<file path="src/rtl/demux1b16_buf_pkg.sv">
// rtl/demux1b16_buf_pkg.sv - shared constants and occupancy encoding for demux1b16_buf
package demux1b16_buf_pkg;

  localparam int DATA_W = 16;

  localparam logic SEL_A = 1'b0;
  localparam logic SEL_B = 1'b1;

  // Per-channel occupancy encoding, kept in a register for debug visibility
  localparam logic [1:0] OCC_EMPTY   = 2'd0;
  localparam logic [1:0] OCC_PARTIAL = 2'd1;
  localparam logic [1:0] OCC_FULL    = 2'd2;

  function automatic logic [1:0] occ_of(input int cnt, input int depth);
    if (cnt == 0) begin
      occ_of = OCC_EMPTY;
    end else if (cnt >= depth) begin
      occ_of = OCC_FULL;
    end else begin
      occ_of = OCC_PARTIAL;
    end
  endfunction

endpackage

</file>
<file path="src/rtl/demux1b16_buf_chan_fifo.sv">
// rtl/demux1b16_buf_chan_fifo.sv - per-channel FIFO (module demux_chan_fifo), registered full/valid
module demux_chan_fifo
  import demux1b16_buf_pkg::*;
#(
  parameter int WIDTH = DATA_W,
  parameter int DEPTH = 2
) (
  input  logic             CLK,
  input  logic             Reset,
  input  logic             PushEn,
  input  logic [WIDTH-1:0] PushData,
  output logic             Full,
  input  logic             PopEn,
  output logic [WIDTH-1:0] Data,
  output logic             Valid
);

  localparam int PW = $clog2(DEPTH);
  localparam int CW = PW + 1;

  logic [WIDTH-1:0] mem [DEPTH];
  logic [PW-1:0]    wr_ptr;
  logic [PW-1:0]    rd_ptr;
  logic [CW-1:0]    count;
  logic [CW-1:0]    count_n;
  logic [1:0]       occ;
  logic             push;
  logic             pop;

  // Full/Valid come straight from the occupancy register, so no ready path is combinational
  assign Full  = (occ == OCC_FULL);
  assign Valid = (occ != OCC_EMPTY);
  assign Data  = mem[rd_ptr];

  assign push = PushEn & ~Full;
  assign pop  = PopEn & Valid;

  always_comb begin
    count_n = count;
    if (push && !pop) begin
      count_n = count + CW'(1);
    end else if (pop && !push) begin
      count_n = count - CW'(1);
    end
  end

  always_ff @(posedge CLK or posedge Reset) begin
    if (Reset) begin
      for (int i = 0; i < DEPTH; i++) begin
        mem[i] <= '0;
      end
      wr_ptr <= '0;
      rd_ptr <= '0;
      count  <= '0;
      occ    <= OCC_EMPTY;
    end else begin
      if (push) begin
        mem[wr_ptr] <= PushData;
        wr_ptr      <= wr_ptr + PW'(1);
      end
      if (pop) begin
        rd_ptr <= rd_ptr + PW'(1);
      end
      count <= count_n;
      occ   <= occ_of(int'(count_n), DEPTH);
    end
  end

endmodule

</file>
<file path="src/rtl/demux1b16_buf.sv">
// rtl/demux1b16_buf.sv - buffered 1-to-2 demux with per-channel FIFOs
// Optional per-channel route counters (CountA/CountB) under DEMUX_ROUTE_COUNT_EN.
module demux1b16_buf
  import demux1b16_buf_pkg::*;
#(
  parameter int WIDTH = DATA_W,
  parameter int DEPTH = 2
) (
  input  logic             CLK,
  input  logic             Reset,
  input  logic [WIDTH-1:0] In,
  input  logic             Sel,
  input  logic             InValid,
  output logic             InReady,
  output logic [WIDTH-1:0] OutA,
  output logic             OutAValid,
  input  logic             OutAReady,
  output logic [WIDTH-1:0] OutB,
  output logic             OutBValid,
`ifdef DEMUX_ROUTE_COUNT_EN
  input  logic             OutBReady,
  output logic [15:0]      CountA,
  output logic [15:0]      CountB
`else
  input  logic             OutBReady
`endif
);

  logic full_a;
  logic full_b;
  logic push_a;
  logic push_b;

  // InReady depends only on Sel and the registered full flags
  assign InReady = (Sel == SEL_B) ? ~full_b : ~full_a;
  assign push_a  = InValid & InReady & (Sel == SEL_A);
  assign push_b  = InValid & InReady & (Sel == SEL_B);

  demux_chan_fifo #(
    .WIDTH (WIDTH),
    .DEPTH (DEPTH)
  ) u_fifo_a (
    .CLK      (CLK),
    .Reset    (Reset),
    .PushEn   (push_a),
    .PushData (In),
    .Full     (full_a),
    .PopEn    (OutAReady),
    .Data     (OutA),
    .Valid    (OutAValid)
  );

  demux_chan_fifo #(
    .WIDTH (WIDTH),
    .DEPTH (DEPTH)
  ) u_fifo_b (
    .CLK      (CLK),
    .Reset    (Reset),
    .PushEn   (push_b),
    .PushData (In),
    .Full     (full_b),
    .PopEn    (OutBReady),
    .Data     (OutB),
    .Valid    (OutBValid)
  );

`ifdef DEMUX_ROUTE_COUNT_EN
  always_ff @(posedge CLK or posedge Reset) begin
    if (Reset) begin
      CountA <= 16'd0;
      CountB <= 16'd0;
    end else begin
      if (push_a) begin
        CountA <= CountA + 16'd1;
      end
      if (push_b) begin
        CountB <= CountB + 16'd1;
      end
    end
  end
`endif

endmodule

</file>
<file path="config.mk">
export PLATFORM = sky130hd
export DESIGN_NAME = demux1b16_buf
export DESIGN_NICKNAME = d
export VERILOG_FILES = /design/src/rtl/demux1b16_buf_pkg.sv /design/src/rtl/demux1b16_buf_chan_fifo.sv /design/src/rtl/demux1b16_buf.sv
export SDC_FILE = /design/constraint.sdc
export NUM_CORES = 1
export LEC_CHECK = 0
export CAP_MARGIN = 10
export CORE_ASPECT_RATIO = 0.9
export CORE_MARGIN = 5
export CORE_UTILIZATION = 51
export CTS_BUF_LIST = sky130_fd_sc_hd__clkbuf_8
export CTS_CLUSTER_SIZE = 14
export DETAILED_ROUTE_END_ITERATION = 10
export PLACE_DENSITY = 0.78
export SLEW_MARGIN = 30
export SYNTH_ARGS = -nofsm -noshare
export SYNTH_HDL_FRONTEND = slang
export SYNTH_SLANG_ARGS = --single-unit
</file>
<file path="constraint.sdc">
create_clock -name CLK -period 3.6 [get_ports CLK]
set_input_delay 1.08 -clock CLK [delete_from_list [all_inputs] [get_ports CLK]]
set_output_delay 1.08 -clock CLK [all_outputs]
set_load 0.05 [all_outputs]
</file>
==> key figures, run 1 <==
Outcome
  – Status: completed

CTS
  – Clk pin slew, worst setup/hold paths: around 0.08 ns
  – Total CTS buffers: 9
  – CTS tree: built
  – H-Tree Depth: 3
  – Setup Fix Bufs, Post-CTS: 0
  – Longest Clk Path Bufs: 2
  – Clk sinks: between 70 and 80
  – Clk root buf: clkbuf_8
  – Post-cts repair resize count: 0
  – Worst-skew pair later-pin latency: roughly 0.34 ns
  – CTS Hold Bufs: 0

Synthesis
  – Top-area cell type share of the netlist area: about 57%
  – Synth Warn #: 0
  – Sequential area share after synthesis: a little under three fifths
  – Number of flops mapped to enable cells by yosys: 0
  – Top cells by count, synth: mux2_2, dfrtp_1, xnor2_1
  – Syn Nets: ~240
  – Synth Flop Type: dfrtp_1
  – Yosys cell types: 32
  – Mapped Area: between 0.003 and 0.004 mm²
  – Async SR Flop Fraction: between 90% and 100%
  – Synth area leaders: dfrtp_1, mux2_2, xnor2_1, xor2_1, nor2_4
  – Largest area contributor in the netlist: dfrtp_1
  – Yosys reg bits: 76
  – Avg Cell Area, Syn: roughly 15 µm²
  – Most frequent cell after synthesis: mux2_2
  – Post-Synthesis Cells: around 220

Worst setup path
  – Critical path type: register to primary output
  – Critical Path End Type: primary output
  – WP data required: around 2.5 ns
  – Slowest stage delay, CP: 0.71 ns
  – Worst path cell trace: buf_4 > mux2_2 > clkdlybuf4s50_1
  – Slowest CP cell: clkdlybuf4s50_1
  – CP Launch Type: register
  – Worst EP arrival: ~2.2 ns
  – Crit Path Max Fanout: 12
  – R2R cell count: 3

GRT
  – Initial antenna violation count: 0
  – Global Route Usage Sum: roughly 17%
  – Vias in the first global route: ~2100
  – First-pass GRT wire length: about 11000 µm
  – Largest net degree at the start of global routing: between 70 and 80
  – Grt ovf: 0

STA
  – Worst-margin pin slew: between 0.6 and 0.7 ns
  – Period utilisation layout: between 90% and 100%
  – Endpoints failing setup: 0
  – Final slew viol count: 0
  – RSZ-0062 raised after global routing: false
  – Fin Clk Skew: 0.0106 ns
  – Maximum clock rate: around 300 MHz
  – Final Hold Fails: 0
  – Max-slew headroom: between 50% and 60%
  – Setup Total Neg Slack: 0 ns
  – Tmin final: 3.25 ns

Hold path
  – Worst Hold Path Cells: 1
  – Min-delay worst type: register to register

Detailed routing
  – Routed wire length: 6310 µm
  – DR pass1 iterations: 4
  – DRC Markers: 0
  – Drt initial violations: 78
  – Total number of vias: about 2000
  – Drt wl/cell: between 15 and 20 µm
  – Via density: about 5.2
  – Post-route ant nets: 0

Floorplan
  – Initial Utilization: about half
  – # IOs: 57
  – Row count: 28
  – Die area: 0.00830 mm²
  – Core Box Area: approximately 0.0065 mm²
  – Die Wd: 95.5 µm
  – Die Ht: 86.9 µm

Layout
  – Share of layout cells above drive strength 1: a little over two fifths
  – Layout area overhead: 25.8%
  – Final #Nets: a little over 300
  – Ant diodes: 0
  – FILL cells: ~480

Placed design
  – Number of I/O port buffers: 56
  – DP Wirelength: between 4000 and 5000 µm
  – GP Congestion: between 0.6 and 0.7

Flow run
  – Max_cap viols: 0
==> cells by family after synthesis <==
| group | after synthesis | share of synthesized area [%] |
|---|---|---|
| muxes | 99 | 33.2 |
| DFF | 76 | 56.7 |
| and+or+nand+nor | 22 | 4.78 |
| xor gates and xnor gates | 10 | 2.61 |
| buffers and inverters | 9 | 1.75 |
| AOI/OAI and AO/OA | 5 | 0.970 |
==> worst max-delay path: cells and delay by family, from the launching register on <==
kind	cells	cell delay, ns
flops	1	0.48
buf+inv	2	0.99
mux	1	0.37
==> routing by layer <==
layer / vias to the layer above / GRT usage [%] / part of all wire, %
li1: 922 / - / -
met1: 1027 / 20.5 / 43
met2: 39 / 28.2 / 52
met3: 6 / 4.93 / 4.1
met4: 0 / 5.30 / 1.0
met5: - / 0 / 0
==> final cells by class <==
| type | instances | area, µm² | area share (%) |
|---|---|---|---|
| Timing Repair Buffer | 61 | 608 | 14.4 |
| Inverter | 1 | 3.75 | 0.0890 |
| Multi-Input combinational cell | 136 | 1390 | 33.0 |
| Tap cell | 90 | 113 | 2.67 |
| Clock buffer | 10 | 138 | 3.26 |
| Sequential cell | 76 | 1900 | 45.1 |
| Clock inverter | 6 | 61.3 | 1.45 |
==> placed cells by master, fill, tap and decap left out <==
| cell type | n |
|---|---|
| nand4_1 | 1 |
| xnor2_1 | 7 |
| inv_6 | 1 |
| nand3_1 | 2 |
| nand2b_1 | 2 |
| o21ai_1 | 1 |
| nand4_2 | 1 |
| a31o_2 | 1 |
| dfrtp_1 | 76 |
| buf_12 | 1 |
| clkdlybuf4s50_1 | 55 |
| inv_2 | 1 |
| mux2_1 | 1 |
| nand4b_1 | 1 |
| clkbuf_8 | 10 |
| mux2i_1 | 2 |
| a21oi_1 | 1 |
| or3b_1 | 1 |
| bufinv_16 | 1 |
| nand3_2 | 1 |
| buf_4 | 5 |
| or2_2 | 2 |
| nor2b_4 | 1 |
| nor2_1 | 2 |
| o21ai_0 | 1 |
| mux2_2 | 96 |
| o311ai_0 | 1 |
| nand2_1 | 3 |
| clkinv_2 | 3 |
| nor2_4 | 2 |
| and3_1 | 1 |
| nand3b_1 | 1 |
| xor2_1 | 3 |
| or4b_1 | 1 |
| clkinvlp_4 | 1 |
==> state kept, by name, summed over array words and instances, names as in the netlist, 2 cells and up <==
register        cells
u_fifo_b.mem       32
u_fifo_a.occ        2
u_fifo_b.occ        2
u_fifo_a.count      2
u_fifo_a.mem       32
u_fifo_b.count      2
==> worst paths after layout <==
kind,startpoint,to,slack (ns)
setup / recovery,u_fifo_a.rd_ptr,OutA[10],0.35
hold / removal,u_fifo_a.mem[31],u_fifo_a.mem[31],0.49
setup reg to reg,u_fifo_b.occ[1],u_fifo_b.mem[3],1.85
hold reg to reg,u_fifo_a.mem[31],u_fifo_a.mem[31],0.49
max in group asynchronous,Reset,u_fifo_b.mem[19],2.16
min in group asynchronous,Reset,u_fifo_a.count[1],1.14
==> per-stage QoR <==
stage	hold WS, ns	utilization (%)	cells	cell area, µm²	setup slack (ns)
2_1_floorplan	0.454	-	221	3350	0.582
3_3_place_gp	0.468	62.0	364	4020	0.447
3_5_place_dp	0.476	62.0	364	4020	0.428
4_1_cts	0.493	65.1	380	4220	0.333
5_1_grt	0.514	65.1	380	4220	0.307
6_report	0.489	65.1	380	4220	0.349
Power of run 1 is not shown: default switching activity piles up to over one toggle a cycle in this logic, so the estimate is an artifact.
==> run 2, diff against run 1 <==
--- a/config.mk
+++ b/config.mk
@@ -8,11 +8,13 @@
 export CAP_MARGIN = 10
 export CORE_ASPECT_RATIO = 0.9
 export CORE_MARGIN = 5
-export CORE_UTILIZATION = 51
+export CORE_UTILIZATION = 55
 export CTS_BUF_LIST = sky130_fd_sc_hd__clkbuf_8
 export CTS_CLUSTER_SIZE = 14
 export DETAILED_ROUTE_END_ITERATION = 10
-export PLACE_DENSITY = 0.78
+export DONT_BUFFER_PORTS = 1
+export PLACE_DENSITY = 0.71
+export SKIP_LAST_GASP = 1
 export SLEW_MARGIN = 30
 export SYNTH_ARGS = -nofsm -noshare
 export SYNTH_HDL_FRONTEND = slang
==> run 2 against run 1 <==
  * Clock-buffer cell count grew 2
  * Highest routed layer unchanged
  * Clock skew shrank 0.0045 ns
  * Critical endpoint is now OutB[7]
  * Sequential share of layout area grew 8.0 points
  * Fmax grew 13%
  * Register-to-register slack lost 0.08 ns
  * Design area shrank 15%
  * Critical path type unchanged
  * Non-clock buffer count shrank 60
  * Global-route usage grew 1.6 points
==> key figures, run 2 (synthesis results as in run 1) <==
Layout
  – Ant diodes: 0 (unchanged)
  – Largest regs: u_fifo_a.mem (32), u_fifo_b.mem (32) (unchanged)
  – FILL cells: 456 (was 481)
  – Register area: 0.00190 mm² (unchanged)
  – Multi-input gate area: 0.00139 mm² (unchanged)
  – Share of layout cells above drive strength 1: 52.6% (was 43.8%)
  – Layout area overhead: 6.87% (was 25.8%)
  – Commonest non-fill, non-tap cell in the layout: mux2_2 (unchanged)
  – Most frequent cells in the layout: mux2_2, dfrtp_1, clkbuf_8 (was mux2_2, dfrtp_1, clkdlybuf4s50_1)
  – Final #Nets: 247 (was 307)

STA
  – Max-slew headroom: 41.5% (was 54.6%)
  – Setup Total Neg Slack: 0 ns (unchanged)
  – Maximum clock rate: 347 MHz (was 308 MHz)
  – Period utilisation layout: 80.1% (was 90.3%)
  – Worst setup margin: 0.716 ns (was 0.349 ns)
  – Final slew viol count: 0 (unchanged)
  – Final Hold Fails: 0 (unchanged)
  – Endpoints failing setup: 0 (unchanged)
  – RSZ-0062 raised after global routing: false (unchanged)
  – Worst-margin pin slew: 0.878 ns (was 0.679 ns)
  – Worst Hold Slack: 0.495 ns (was 0.489 ns)
  – Tmin final: 2.88 ns (was 3.25 ns)
  – Fin Clk Skew: 0.00612 ns (was 0.0106 ns)

GRT
  – Initial antenna violation count: 0 (unchanged)
  – GRT met2 Usage: 31.3% (was 28.2%)
  – First-pass GRT wire length: 10700 µm (was 10500 µm)
  – Largest net degree at the start of global routing: 41 (was 77)
  – Met1 GRT Util: 20.8% (was 20.5%)
  – Global route hottest layer: met2 (unchanged)
  – GR Layer Usage met3: 7.94% (was 4.93%)
  – Grt ovf: 0 (unchanged)
  – Vias in the first global route: 2018 (was 2149)
  – Global Route Usage Sum: 18.2% (was 16.7%)

Floorplan
  – Die Ht: 84.1 µm (was 86.9 µm)
  – Die Wd: 92.3 µm (was 95.5 µm)
  – # IOs: 57 (unchanged)
  – Initial Utilization: 55.8% (was 51.7%)
  – Core Box Area: 0.00601 mm² (was 0.00648 mm²)
  – Row count: 27 (was 28)
  – Die area: 0.00776 mm² (was 0.00830 mm²)

Hold path
  – Min-delay worst type: register to register (unchanged)
  – Worst Hold Path Cells: 1 (unchanged)
  – Hold wc startpoint: u_fifo_a.mem[31] (unchanged)
  – Hold Path Sink: u_fifo_a.mem[31] (unchanged)

Worst setup path
  – Worst path bufs/invs: 0 (was 2)
  – Critical Path End Type: primary output (unchanged)
  – Slowest CP cell: dfrtp_1 (was clkdlybuf4s50_1)
  – Critical register-to-register path startpoint: u_fifo_b.occ[0] (was u_fifo_b.occ[1])
  – Worst EP arrival: 1.80 ns (was 2.17 ns)
  – WP data required: 2.52 ns (about the same)
  – R2R cell count: 4 (was 3)
  – Crit Path Max Fanout: 17 (was 12)
  – CP Launch Type: register (unchanged)
  – Crit path max-delay family: flip-flops (was buffers and inverters)
  – Reg-to-reg slack, setup: 1.77 ns (was 1.85 ns)
  – Critical path type: register to primary output (unchanged)
  – WP depth: 1 (was 3)
  – Worst path cell trace: mux2_2 (was buf_4 > mux2_2 > clkdlybuf4s50_1)
  – Slowest stage delay, CP: 0.92 ns (was 0.71 ns)
  – Terminus of the critical flop-to-flop path: u_fifo_b.mem[24] (was u_fifo_b.mem[3])

CTS
  – Longest Clk Path Bufs: 2 (unchanged)
  – Setup Fix Bufs, Post-CTS: 0 (unchanged)
  – Post-cts repair resize count: 0 (unchanged)
  – Clk pin slew, worst setup/hold paths: 0.07 ns (was 0.08 ns)
  – CTS Hold Bufs: 0 (unchanged)
  – Clk sinks: 76 (unchanged)
  – Worst-skew pair later-pin latency: 0.33 ns (was 0.34 ns)
  – Clk root buf: clkbuf_8 (unchanged)
  – CTS tree: built (unchanged)
  – H-Tree Depth: 3 (unchanged)
  – Total CTS buffers: 9 (unchanged)

Detailed routing
  – DR pass1 iterations: 5 (was 4)
  – Via density: 5.98 (was 5.25)
  – Total number of vias: 1795 (was 1994)
  – DRC Markers: 0 (unchanged)
  – Drt initial violations: 91 (was 78)
  – Post-route ant nets: 0 (unchanged)
  – Drt wl/cell: 21.4 µm (was 16.6 µm)
  – Routed wire length: 6410 µm (was 6310 µm)

Placed design
  – Number of I/O port buffers: 0 (was 56)
  – GP Congestion: 0.703 (was 0.697)
  – Pre-CTS WS: 1.00 ns (was 0.428 ns)
  – DP Wirelength: 4340 µm (was 4240 µm)

Flow run
  – Max_cap viols: 0 (unchanged)

Outcome
  – Status: completed (unchanged)
## run 2: changes by cell type in the layout (fill, tap and decap cells not counted)
cell	previous run	this run
buf_4	5	0
clkbuf_8	10	12
clkinvlp_4	1	0
inv_6	1	0
clkinv_2	3	2
bufinv_16	1	0
clkdlybuf4s50_1	55	0
## run 2: area by class of cell
cell class / count / share of cell area [%]
sequential: 76 / 53.1
multi-input combinational: 136 / 38.9
clock buffer: 12 / 4.61
tap: 72 / 2.51
timing repair buffer: 1 / 0.559
clock inverter: 2 / 0.279
inverter: 1 / 0.105
## run 2: worst max path at each step
stage,start,endpoint
5_1_grt,u_fifo_a.rd_ptr,OutA[9]
3_5_place_dp,Sel,InReady
2_1_floorplan,Reset,u_fifo_a.count[0]
6_report,u_fifo_b.rd_ptr,OutB[7]
3_3_place_gp,Sel,InReady
4_1_cts,u_fifo_b.rd_ptr,OutB[7]
## run 2: through the flow
step / util (%) / instance area (µm²) / cells
6_report: 59.6 / 3580 / 300
2_1_floorplan: - / 3350 / 221
3_5_place_dp: 56.7 / 3410 / 286
5_1_grt: 59.6 / 3580 / 300
4_1_cts: 59.6 / 3580 / 300
3_3_place_gp: 56.7 / 3410 / 286
## run 2: per-layer routing
layer	wire length [µm]	vias to the layer above	part of all wire [%]
li1	-	797	-
met1	2500	941	39
met2	3440	50	54
met3	416	7	6.5
met4	54	0	0.84
met5	0	-	0
Power of run 2 is left out for the same reason.
==> run 3, diff against run 2 <==
--- a/config.mk
+++ b/config.mk
@@ -13,7 +13,7 @@
 export CTS_CLUSTER_SIZE = 14
 export DETAILED_ROUTE_END_ITERATION = 10
 export DONT_BUFFER_PORTS = 1
-export PLACE_DENSITY = 0.71
+export PLACE_DENSITY = 0.74
 export SKIP_LAST_GASP = 1
 export SLEW_MARGIN = 30
 export SYNTH_ARGS = -nofsm -noshare
==> constraint.sdc (replaced) <==
create_clock -name CLK -period 2.5 [get_ports CLK]
set_input_delay 0.75 -clock CLK [delete_from_list [all_inputs] [get_ports CLK]]
set_output_delay 0.75 -clock CLK [all_outputs]
set_load 0.05 [all_outputs]
==> run 3 against run 2 <==
  * Worst hold slack worse by 0.18 ns
  * Die area unchanged
  * Non-clock buffer count up 5
  * Via count down 2.8%
  * Sequential share of layout area down 0.82 points
  * Critical endpoint is now InReady
  * Highest routed layer unchanged
==> key figures, run 3 (synthesis results as in run 1) <==
Worst setup path
  – Slowest CP cell: mux2_2 (was dfrtp_1)
  – Crit path from: u_fifo_b.occ[0] (was u_fifo_b.rd_ptr)
  – Worst EP arrival: 1.38 ns (was 1.80 ns)
  – Crit path max-delay family: multiplexers (was flip-flops)
  – WP data required: 1.75 ns (was 2.52 ns)
  – CP Launch Type: register (unchanged)
  – Worst path bufs/invs: 0 (unchanged)
  – Terminus of the critical flop-to-flop path: u_fifo_b.mem[13] (was u_fifo_b.mem[24])
  – Critical Path End Type: primary output (unchanged)
  – Slowest stage delay, CP: 0.42 ns (was 0.92 ns)
  – Worst path cell trace: nand2b_1 > mux2_2 (was mux2_2)
  – R2R cell count: 3 (was 4)
  – Reg-to-reg slack, setup: 0.72 ns (was 1.77 ns)
  – Critical path type: register to primary output (unchanged)
  – Critical register-to-register path startpoint: u_fifo_b.occ[0] (unchanged)
  – Crit Path Max Fanout: 5 (was 17)

STA
  – RSZ-0062 raised after global routing: false (unchanged)
  – Tmin final: about 2.1 ns
  – Endpoints failing setup: 0 (unchanged)
  – Max-slew headroom: 54.3% (was 41.5%)
  – Worst-margin pin slew: 0.684 ns (was 0.878 ns)
  – Maximum clock rate: ~470 MHz
  – Fin Clk Skew: 0.00477 ns (was 0.00612 ns)
  – Period utilisation layout: 85.4%
  – Final Hold Fails: 0 (unchanged)
  – Setup Total Neg Slack: 0 ns (unchanged)
  – Final slew viol count: 0 (unchanged)

GRT
  – Largest net degree at the start of global routing: 35 (was 41)
  – Met1 GRT Util: 22.3% (was 20.8%)
  – First-pass GRT wire length: 10200 µm (was 10700 µm)
  – GR Layer Usage met3: 9.29% (was 7.94%)
  – Global Route Usage Sum: 17.5% (was 18.2%)
  – Vias in the first global route: 1910 (was 2018)
  – GRT met2 Usage: 25.9% (was 31.3%)
  – Initial antenna violation count: 0 (unchanged)
  – Grt ovf: 0 (unchanged)
  – Global route hottest layer: met2 (unchanged)

CTS
  – Clk root buf: clkbuf_8 (unchanged)
  – Setup Fix Bufs, Post-CTS: 0 (unchanged)
  – Clk pin slew, worst setup/hold paths: 0.07 ns (about the same)
  – Longest Clk Path Bufs: 2 (unchanged)
  – Clk sinks: 76 (unchanged)
  – Total CTS buffers: 9 (unchanged)
  – Post-cts repair resize count: 0 (unchanged)
  – H-Tree Depth: 3 (unchanged)
  – Worst-skew pair later-pin latency: 0.34 ns (was 0.33 ns)
  – CTS Hold Bufs: 0 (unchanged)
  – CTS tree: built (unchanged)

Hold path
  – Min-delay worst type: primary input to async pin (was register to register)

Detailed routing
  – Via density: 5.72 (was 5.98)
  – Post-route ant nets: 0 (unchanged)
  – DRC Markers: 0 (unchanged)
  – Total number of vias: 1744 (was 1795)
  – DR pass1 iterations: 4 (was 5)
  – Drt initial violations: 69 (was 91)
  – Routed wire length: 5950 µm (was 6410 µm)
  – Drt wl/cell: 19.5 µm (was 21.4 µm)

Floorplan
  – Initial Utilization: 55.8% (unchanged)
  – Core Box Area: 0.00601 mm² (unchanged)
  – # IOs: 57 (unchanged)
  – Die Ht: 84.1 µm (unchanged)
  – Row count: 27 (unchanged)
  – Die Wd: 92.3 µm (unchanged)
  – Die area: 0.00776 mm² (unchanged)

Layout
  – Most frequent cells in the layout: mux2_2, dfrtp_1, clkbuf_8 (unchanged)
  – Ant diodes: 0 (unchanged)
  – Final #Nets: 252 (was 247)
  – Share of layout cells above drive strength 1: 53.2% (was 52.6%)
  – Commonest non-fill, non-tap cell in the layout: mux2_2 (unchanged)
  – Largest regs: u_fifo_a.mem (32), u_fifo_b.mem (32) (unchanged)
  – Layout area overhead: 8.54% (was 6.87%)
  – FILL cells: 469 (was 456)

Outcome
  – Status: completed (unchanged)

Placed design
  – DP Wirelength: 4080 µm (was 4340 µm)
  – Number of I/O port buffers: 0 (unchanged)
  – GP Congestion: 0.735 (was 0.703)

Flow run
  – Max_cap viols: 0 (unchanged)
==> run 3: cell types whose count changed in the layout (fill, tap and decap cells not counted), sizes merged <==
cell / previous run / this run
buf: 1 / 6
bufinv: 0 / 1
clkbuf: 12 / 11
clkinv: 2 / 1
clkinvlp: 0 / 1
==> run 3: how the worst max path moves through the flow <==
stage,slack (ns),cells past startpoint,end
global route,0.28,2,InReady
CTS,0.35,2,InReady
floorplan,0.44,3,OutA[0]
detailed placement,0.53,4,u_fifo_a.mem[27]
finish,0.37,2,InReady
global placement,0.55,4,u_fifo_a.mem[19]
==> run 3: layer usage <==
metal  share of wire, %  vias to the layer above
met5                  0                        -
met4                1.1                        0
met3                7.4                        8
met2                 48                       38
met1                 44                      889
li1                   -                      809
==> run 3: area by class of cell <==
| type | count | area (µm²) | area share [%] |
|---|---|---|---|
| clock buffer | 11 | 151 | 4.16 |
| inverter | 1 | 7.51 | 0.206 |
| tap | 72 | 90.1 | 2.48 |
| clock inverter | 3 | 38.8 | 1.07 |
| sequential | 76 | 1900 | 52.3 |
| multi-input combinational | 136 | 1390 | 38.3 |
| timing repair buffer | 6 | 57.6 | 1.58 |
==> run 3: per-stage QoR <==
stage          area, µm²  std cells  setup slack [ns]  utilization [%]  hold WS, ns
6_report            3640        305             0.366             60.5        0.312
5_1_grt             3640        305             0.284             60.5        0.326
4_1_cts             3640        305             0.348             60.5        0.308
3_5_place_dp        3450        291             0.529             57.4        0.482
3_3_place_gp        3450        291             0.551             57.4        0.470
2_1_floorplan       3360        221             0.441                -        0.454
==> run 3: worst reg2reg max path, cell delays in order (launching register included) <==
cell and delay (ns):
dfrtp_1 0.38, nand2b_1 0.21, nand4_2 0.58, mux2_2 0.50
Power of run 3 is left out for the same reason.
